## src/rtl/mmio_host_bridge_if.sv

```systemverilog
// Bus bundle between the MMIO host bridge, the HAL shim (requests/responses)
// and the user register map (wr/rd strobes). "master" is the bridge's view.
interface mmio_host_bridge_if #(
    parameter int ADDR_WIDTH = 16,
    parameter int TID_WIDTH  = 9
);
    logic                  req_valid;
    logic                  req_ready;
    logic                  req_write;
    logic                  req_len8;
    logic [ADDR_WIDTH-1:0] req_addr;
    logic [63:0]           req_data;
    logic [TID_WIDTH-1:0]  req_tid;

    logic                  mmio_wr_en;
    logic [ADDR_WIDTH-1:0] mmio_wr_addr;
    logic [63:0]           mmio_wr_data;
    logic                  mmio_rd_en;
    logic [ADDR_WIDTH-1:0] mmio_rd_addr;
    logic [63:0]           mmio_rd_data;

    logic                  rsp_valid;
    logic                  rsp_ready;
    logic [63:0]           rsp_data;
    logic [TID_WIDTH-1:0]  rsp_tid;

    modport master (
        input  req_valid, req_write, req_len8, req_addr, req_data, req_tid,
        output req_ready,
        output mmio_wr_en, mmio_wr_addr, mmio_wr_data, mmio_rd_en, mmio_rd_addr,
        input  mmio_rd_data,
        output rsp_valid, rsp_data, rsp_tid,
        input  rsp_ready
    );

    modport slave (
        output req_valid, req_write, req_len8, req_addr, req_data, req_tid,
        input  req_ready,
        input  mmio_wr_en, mmio_wr_addr, mmio_wr_data, mmio_rd_en, mmio_rd_addr,
        output mmio_rd_data,
        input  rsp_valid, rsp_data, rsp_tid,
        output rsp_ready
    );
endinterface

```

## src/rtl/mmio_host_bridge.sv

```systemverilog
// MMIO host bridge: turns HAL requests into one-cycle wr/rd strobes, captures
// read data after RD_LATENCY cycles and returns in-order tagged responses
// through a first-word-fall-through FIFO. Misaligned 8-byte accesses are
// counted and answered with all-ones data so response order is preserved.
module mmio_host_bridge #(
    parameter int ADDR_WIDTH = 16,
    parameter int TID_WIDTH  = 9,
    parameter int RD_LATENCY = 0,
    parameter int RSP_DEPTH  = 8
) (
    input  logic               clk,
    input  logic               rst,
    mmio_host_bridge_if.master bus,
    output logic [15:0]        err_count
);
    localparam int PW = $clog2(RSP_DEPTH);
    localparam int CW = PW + 1;
    localparam logic [CW:0] DEPTH_W = (CW+1)'(RSP_DEPTH);

    typedef struct packed {
        logic [TID_WIDTH-1:0] tid;
        logic [63:0]          data;
    } rsp_t;

    logic                  accept, misaligned, wr_ok, rd_ok, rd_any;
    logic [CW:0]           occupancy;
    logic                  wr_en_q, wr_en_d, rd_en_q, rd_en_d;
    logic [ADDR_WIDTH-1:0] wr_addr_q, wr_addr_d, rd_addr_q, rd_addr_d;
    logic [63:0]           wr_data_q, wr_data_d;
    logic [RD_LATENCY:0]   vld_pipe_q, vld_pipe_d;
    logic [RD_LATENCY:0]   len8_pipe_q, len8_pipe_d;
    logic [RD_LATENCY:0]   mis_pipe_q, mis_pipe_d;
    logic [RD_LATENCY:0][TID_WIDTH-1:0] tid_pipe_q, tid_pipe_d;
    logic [CW-1:0]         inflight_q, inflight_d, fifo_cnt_q, fifo_cnt_d;
    logic [PW-1:0]         wr_ptr_q, wr_ptr_d, rd_ptr_q, rd_ptr_d;
    rsp_t                  mem_q [RSP_DEPTH];
    rsp_t                  mem_d [RSP_DEPTH];
    rsp_t                  push_entry;
    logic                  push, pop;
    logic [15:0]           err_q, err_d;

    // Admission: reserve a FIFO slot for every read in flight so the FIFO can never overflow.
    always_comb begin
        occupancy     = {1'b0, fifo_cnt_q} + {1'b0, inflight_q};
        bus.req_ready = occupancy < DEPTH_W;
        accept        = bus.req_valid && bus.req_ready;
        misaligned    = bus.req_len8 && bus.req_addr[0];
        wr_ok         = accept && bus.req_write && !misaligned;
        rd_ok         = accept && !bus.req_write && !misaligned;
        rd_any        = accept && !bus.req_write;
    end

    // Strobe stage: one-cycle wr/rd enables in the cycle after acceptance.
    always_comb begin
        wr_en_d   = wr_ok;
        rd_en_d   = rd_ok;
        wr_addr_d = wr_addr_q;
        wr_data_d = wr_data_q;
        rd_addr_d = rd_addr_q;
        if (wr_ok) begin
            wr_addr_d = bus.req_addr;
            wr_data_d = bus.req_len8 ? bus.req_data : {32'h0, bus.req_data[31:0]};
        end
        if (rd_ok) rd_addr_d = bus.req_addr;
    end

    // Read tag pipeline: stage 0 lines up with rd_en, the last stage with valid user data.
    always_comb begin
        vld_pipe_d     = vld_pipe_q;
        len8_pipe_d    = len8_pipe_q;
        mis_pipe_d     = mis_pipe_q;
        tid_pipe_d     = tid_pipe_q;
        vld_pipe_d[0]  = rd_any;
        len8_pipe_d[0] = bus.req_len8;
        mis_pipe_d[0]  = misaligned;
        tid_pipe_d[0]  = bus.req_tid;
        for (int i = 1; i <= RD_LATENCY; i++) begin
            vld_pipe_d[i]  = vld_pipe_q[i-1];
            len8_pipe_d[i] = len8_pipe_q[i-1];
            mis_pipe_d[i]  = mis_pipe_q[i-1];
            tid_pipe_d[i]  = tid_pipe_q[i-1];
        end
    end

    // Response capture, FIFO bookkeeping, in-flight tracking and error counter.
    always_comb begin
        push            = vld_pipe_q[RD_LATENCY];
        pop             = (fifo_cnt_q != '0) && bus.rsp_ready;
        push_entry.tid  = tid_pipe_q[RD_LATENCY];
        if (mis_pipe_q[RD_LATENCY])       push_entry.data = 64'hFFFF_FFFF_FFFF_FFFF;
        else if (len8_pipe_q[RD_LATENCY]) push_entry.data = bus.mmio_rd_data;
        else                              push_entry.data = {32'h0, bus.mmio_rd_data[31:0]};

        mem_d = mem_q;
        if (push) mem_d[wr_ptr_q] = push_entry;
        wr_ptr_d = push ? wr_ptr_q + PW'(1) : wr_ptr_q;
        rd_ptr_d = pop  ? rd_ptr_q + PW'(1) : rd_ptr_q;

        fifo_cnt_d = fifo_cnt_q;
        if (push && !pop)      fifo_cnt_d = fifo_cnt_q + CW'(1);
        else if (!push && pop) fifo_cnt_d = fifo_cnt_q - CW'(1);

        inflight_d = inflight_q;
        if (rd_any && !push)      inflight_d = inflight_q + CW'(1);
        else if (!rd_any && push) inflight_d = inflight_q - CW'(1);

        err_d = err_q;
        if (accept && misaligned && err_q != 16'hFFFF) err_d = err_q + 16'd1;
    end

    // Output drive from registered state; FIFO head falls through.
    always_comb begin
        bus.mmio_wr_en   = wr_en_q;
        bus.mmio_wr_addr = wr_addr_q;
        bus.mmio_wr_data = wr_data_q;
        bus.mmio_rd_en   = rd_en_q;
        bus.mmio_rd_addr = rd_addr_q;
        bus.rsp_valid    = fifo_cnt_q != '0;
        bus.rsp_data     = mem_q[rd_ptr_q].data;
        bus.rsp_tid      = mem_q[rd_ptr_q].tid;
        err_count        = err_q;
    end

    // State registers; reset drops every pending strobe, read and buffered response.
    always_ff @(posedge clk or posedge rst) begin
        if (rst) begin
            wr_en_q     <= 1'b0;
            rd_en_q     <= 1'b0;
            wr_addr_q   <= '0;
            wr_data_q   <= '0;
            rd_addr_q   <= '0;
            vld_pipe_q  <= '0;
            len8_pipe_q <= '0;
            mis_pipe_q  <= '0;
            tid_pipe_q  <= '0;
            inflight_q  <= '0;
            fifo_cnt_q  <= '0;
            wr_ptr_q    <= '0;
            rd_ptr_q    <= '0;
            err_q       <= '0;
            for (int i = 0; i < RSP_DEPTH; i++) mem_q[i] <= '0;
        end else begin
            wr_en_q     <= wr_en_d;
            rd_en_q     <= rd_en_d;
            wr_addr_q   <= wr_addr_d;
            wr_data_q   <= wr_data_d;
            rd_addr_q   <= rd_addr_d;
            vld_pipe_q  <= vld_pipe_d;
            len8_pipe_q <= len8_pipe_d;
            mis_pipe_q  <= mis_pipe_d;
            tid_pipe_q  <= tid_pipe_d;
            inflight_q  <= inflight_d;
            fifo_cnt_q  <= fifo_cnt_d;
            wr_ptr_q    <= wr_ptr_d;
            rd_ptr_q    <= rd_ptr_d;
            err_q       <= err_d;
            mem_q       <= mem_d;
        end
    end
endmodule
```

## src/flat_wrapper.sv

```systemverilog
// flat-port wrapper written by rule: the top's interface ports become plain ports
module mmio_host_bridge_flat 
#(
    parameter int ADDR_WIDTH = 16,
    parameter int TID_WIDTH  = 9,
    parameter int RD_LATENCY = 0,
    parameter int RSP_DEPTH  = 8
)
  (clk, rst, err_count, bus_req_valid, bus_req_write, bus_req_len8, bus_req_addr, bus_req_data, bus_req_tid, bus_req_ready, bus_mmio_wr_en, bus_mmio_wr_addr, bus_mmio_wr_data, bus_mmio_rd_en, bus_mmio_rd_addr, bus_mmio_rd_data, bus_rsp_valid, bus_rsp_data, bus_rsp_tid, bus_rsp_ready);
  mmio_host_bridge_if #(.ADDR_WIDTH(ADDR_WIDTH), .TID_WIDTH(TID_WIDTH)) bus_i ();
  input  logic clk;
  input  logic rst;
  output logic [15:0] err_count;
  input wire logic [$bits(bus_i.req_valid)-1:0] bus_req_valid;
  input wire logic [$bits(bus_i.req_write)-1:0] bus_req_write;
  input wire logic [$bits(bus_i.req_len8)-1:0] bus_req_len8;
  input wire logic [$bits(bus_i.req_addr)-1:0] bus_req_addr;
  input wire logic [$bits(bus_i.req_data)-1:0] bus_req_data;
  input wire logic [$bits(bus_i.req_tid)-1:0] bus_req_tid;
  output wire logic [$bits(bus_i.req_ready)-1:0] bus_req_ready;
  output wire logic [$bits(bus_i.mmio_wr_en)-1:0] bus_mmio_wr_en;
  output wire logic [$bits(bus_i.mmio_wr_addr)-1:0] bus_mmio_wr_addr;
  output wire logic [$bits(bus_i.mmio_wr_data)-1:0] bus_mmio_wr_data;
  output wire logic [$bits(bus_i.mmio_rd_en)-1:0] bus_mmio_rd_en;
  output wire logic [$bits(bus_i.mmio_rd_addr)-1:0] bus_mmio_rd_addr;
  input wire logic [$bits(bus_i.mmio_rd_data)-1:0] bus_mmio_rd_data;
  output wire logic [$bits(bus_i.rsp_valid)-1:0] bus_rsp_valid;
  output wire logic [$bits(bus_i.rsp_data)-1:0] bus_rsp_data;
  output wire logic [$bits(bus_i.rsp_tid)-1:0] bus_rsp_tid;
  input wire logic [$bits(bus_i.rsp_ready)-1:0] bus_rsp_ready;
  assign bus_i.req_valid = bus_req_valid;
  assign bus_i.req_write = bus_req_write;
  assign bus_i.req_len8 = bus_req_len8;
  assign bus_i.req_addr = bus_req_addr;
  assign bus_i.req_data = bus_req_data;
  assign bus_i.req_tid = bus_req_tid;
  assign bus_req_ready = bus_i.req_ready;
  assign bus_mmio_wr_en = bus_i.mmio_wr_en;
  assign bus_mmio_wr_addr = bus_i.mmio_wr_addr;
  assign bus_mmio_wr_data = bus_i.mmio_wr_data;
  assign bus_mmio_rd_en = bus_i.mmio_rd_en;
  assign bus_mmio_rd_addr = bus_i.mmio_rd_addr;
  assign bus_i.mmio_rd_data = bus_mmio_rd_data;
  assign bus_rsp_valid = bus_i.rsp_valid;
  assign bus_rsp_data = bus_i.rsp_data;
  assign bus_rsp_tid = bus_i.rsp_tid;
  assign bus_i.rsp_ready = bus_rsp_ready;
  mmio_host_bridge #(.ADDR_WIDTH(ADDR_WIDTH), .TID_WIDTH(TID_WIDTH), .RD_LATENCY(RD_LATENCY), .RSP_DEPTH(RSP_DEPTH)) u_core (.clk(clk), .rst(rst), .bus(bus_i), .err_count(err_count));
endmodule
```

## config.mk

```make
export PLATFORM = sky130hd
export DESIGN_NAME = mmio_host_bridge_flat
export DESIGN_NICKNAME = d
export VERILOG_FILES = /design/src/rtl/mmio_host_bridge_if.sv /design/src/rtl/mmio_host_bridge.sv /design/src/flat_wrapper.sv
export SDC_FILE = /design/constraint.sdc
export NUM_CORES = 2
export LEC_CHECK = 0
export CORE_MARGIN = 3
export CORE_UTILIZATION = 26
export CTS_CLUSTER_DIAMETER = 150
export DETAILED_ROUTE_END_ITERATION = 8
export GPL_TIMING_DRIVEN = 1
export HOLD_SLACK_MARGIN = 0.08
export PLACE_DENSITY = 0.45
export REMOVE_ABC_BUFFERS = 1
export SLEW_MARGIN = 20
export SYNTH_ARGS = -nofsm -noshare
export SYNTH_HDL_FRONTEND = slang
export SYNTH_SLANG_ARGS = --single-unit
```

## constraint.sdc

```tcl
create_clock -name clk -period 35.4 [get_ports clk]
set_input_delay 5.31 -clock clk [delete_from_list [all_inputs] [get_ports clk]]
set_output_delay 5.31 -clock clk [all_outputs]
set_load 0.02 [all_outputs]
```

==> metrics <==
CTS HTree Levels 3; critical path peak fanout 44; CP most frequent cell buf_4; CP top delay family buffers and inverters; Setup TNS 0 ns; fraction of registers with async set/reset 100%; core area 0.117 mm²; Hold WC Path Type flop to flop; vias in the first global route 21.5k; Port Buffers 347; Die Y 350 µm; hpwl dp 50800 µm; Area Overhead vs Synth 26.1%; minimum clock period 9.84 ns; Final Hold Fails 0; period utilisation layout 27.8%; status completed; clock buffer depth 3; R2R cell count 5; Placement Rows 125; Setup crit start kind flop; die footprint 0.122 mm²; crit path cell chain buf_4, buf_4, mux4_2, mux2_2, clkdlybuf4s50_1; Final Wtd Congestion 0.706; Max Cap Viol 0; Synth Flop Type dfrtp_1; CTS tree done; syn avg cell area 11.9 µm²; antenna violations before repair 8; post-synth top area cell dfrtp_1; placed insts 4298; first drt pass iteration count 5; Crit. path cell count 5; hold path depth 2; sequential area share after synthesis 59.0%; Clock Skew 0.0216 ns; Final Power 0.00182 W; Tot GR Track Use 14.5%; Setup WS post-layout 25.56 ns; Post-Place Setup Slack 26.04 ns; via/cell ratio 4.54; final std cells w/o fill 4461; CP endpoint kind primary output; #FFs+latches synth 724; post-layout util 33.2%; CP Class flop to primary output; Slew @ Worst Pin 1.08 ns; Ys Warns 0; most frequent cells after synthesis dfrtp_1, nand2_1, nor2_1; grt ovf 0; cell with the most instances after synthesis dfrtp_1; cts repair resizes 0; Initial Util 26.3%; ratio of cells with drive above 1 in the final layout 19.0%; # hold bufs at CTS 0; share of the synthesized area in the top cell type 59.0%; count of pins over their slew limit 0; setup bufs post-CTS 0; WP data required 30.09 ns; leading post-synthesis cells by cell area dfrtp_1, mux4_2, mux2_2; Gate Count Post-Synth 2582; largest net degree at the start of global routing 174; vias 20.3k; Leakage 15.5 nW; clk_lat worst skew 0.65 ns; Num CTS Buffers 86; Bufs and invs on worst path 3; worst vdd ir 30.9 µV; Worst EP arrival 4.53 ns; EDFF count, synth 0; TritonCTS Sinks 724; RSZ-0062 raised after global routing no; DRC Markers 0; Cell Area, Synth 0.0307 mm²; # IOs 348; Cell variety after synth 43; # nets final 3035; drt wl/cell 19.6 µm; final WL 87400 µm; Die Width 350 µm; CTS root buf clkbuf_16; Max-slew headroom 28.1%; first-pass GRT wire length 136000 µm; Power Dens Cells 47.1 mW/mm²; Max Clk Rate 102 MHz; Initial DRC Count 1061; endpoints failing setup 0; Final ANT Viol Nets 0; Clock transition at path regs 0.06 ns; max incr delay on CP 0.84 ns; Crit-path slowest cell buf_4
final timing paths:
check / endpoint / slack [ns] / start
min reg2reg: u_core.mem_q[96] / 0.47 / u_core.mem_q[96]
min: u_core.mem_q[96] / 0.47 / u_core.mem_q[96]
max in group asynchronous: u_core.mem_q[11] / 27.09 / rst
max: bus_rsp_data[0] / 25.56 / u_core.rd_ptr_q[0]
min in group asynchronous: u_core.bus.mmio_wr_en / 5.16 / rst
max reg2reg: u_core.mem_q[288] / 32.45 / u_core.push
layout by cell type (no fill, tap or decap), types with 11 or more instances in the layout:
master           netlist  routed
clkbuf_8               0      26
a21oi_1              291     291
xor2_1                11      11
clkinv_2               0      12
dfrtp_1              724     719
clkbuf_16              0      88
mux2_2               203     203
xnor2_1               13      13
nand2_1              332     332
clkdlybuf4s50_1        0     347
mux4_2               146     146
clkbuf_1             151      14
o21ai_0              290     290
nor2_1               299     299
buf_4                  0      34
ha_1                  12      12
worst reg2reg max path, delay by kind of cell (launching register included):
family / cells / cell delay [ns]
DFF: 1 / 0.65
buffers and inverters: 2 / 1.23
and+or+nand+nor: 2 / 0.51
muxes: 1 / 0.44
where the power goes:
| part | leakage [nW] | internal (W) | switching, W |
|---|---|---|---|
| logic | 6.57 | 0.0000185 | 0.0000360 |
| clock network | 1.49 | 0.000576 | 0.000363 |
| registers | 7.39 | 0.000828 | 0.00000202 |
layout make-up:
class	count	area (µm²)
diodes	4	10.0
clock buffers	128	2610
clock inverters	31	420
fillers	11700	78000
inverters	7	33.8
multi-input cells	1658	11800
flip-flops and latches	724	18100
well taps	1524	1910
repair buffers	385	3810
per-layer routing:
layer,vias to the layer above,global-route usage [%],part of all wire (%)
met1,10100,19.3,45
met2,463,22.4,45
met5,-,0,0.047
met3,125,5.15,7.6
li1,9587,-,-
met4,6,3.60,2.1
metrics by stage:
step | hold WS (ns) | area, µm²
floorplan | 0.445 | 29900
global placement | 0.457 | 35700
detailed placement | 0.465 | 35700
CTS | 0.479 | 38700
global route | 0.495 | 38700
finish | 0.472 | 38700
logic make-up after synthesis:
family,share of synthesized area [%]
mux,18.6
xor+xnor,0.685
compound gates,9.78
simple gates,8.61
fa+ha+maj,0.620
buf+inv,2.66
flops,59.0
state kept, by name (all words and copies together), names as in the netlist:
register,cells
u_core.mem_q,584
u_core.bus.mmio_wr_data,64
u_core.bus.mmio_rd_addr,16
u_core.bus.mmio_wr_addr,16
u_core.err_count,16
u_core.tid_pipe_q,9
u_core.fifo_cnt_q,4
u_core.inflight_q,4
u_core.rd_ptr_q,3
u_core.wr_ptr_q,3
u_core.bus.mmio_rd_en,1
u_core.bus.mmio_wr_en,1
u_core.len8_pipe_q,1
u_core.mis_pipe_q,1
u_core.push,1
Note: power is estimated with default switching activity, not from simulation.
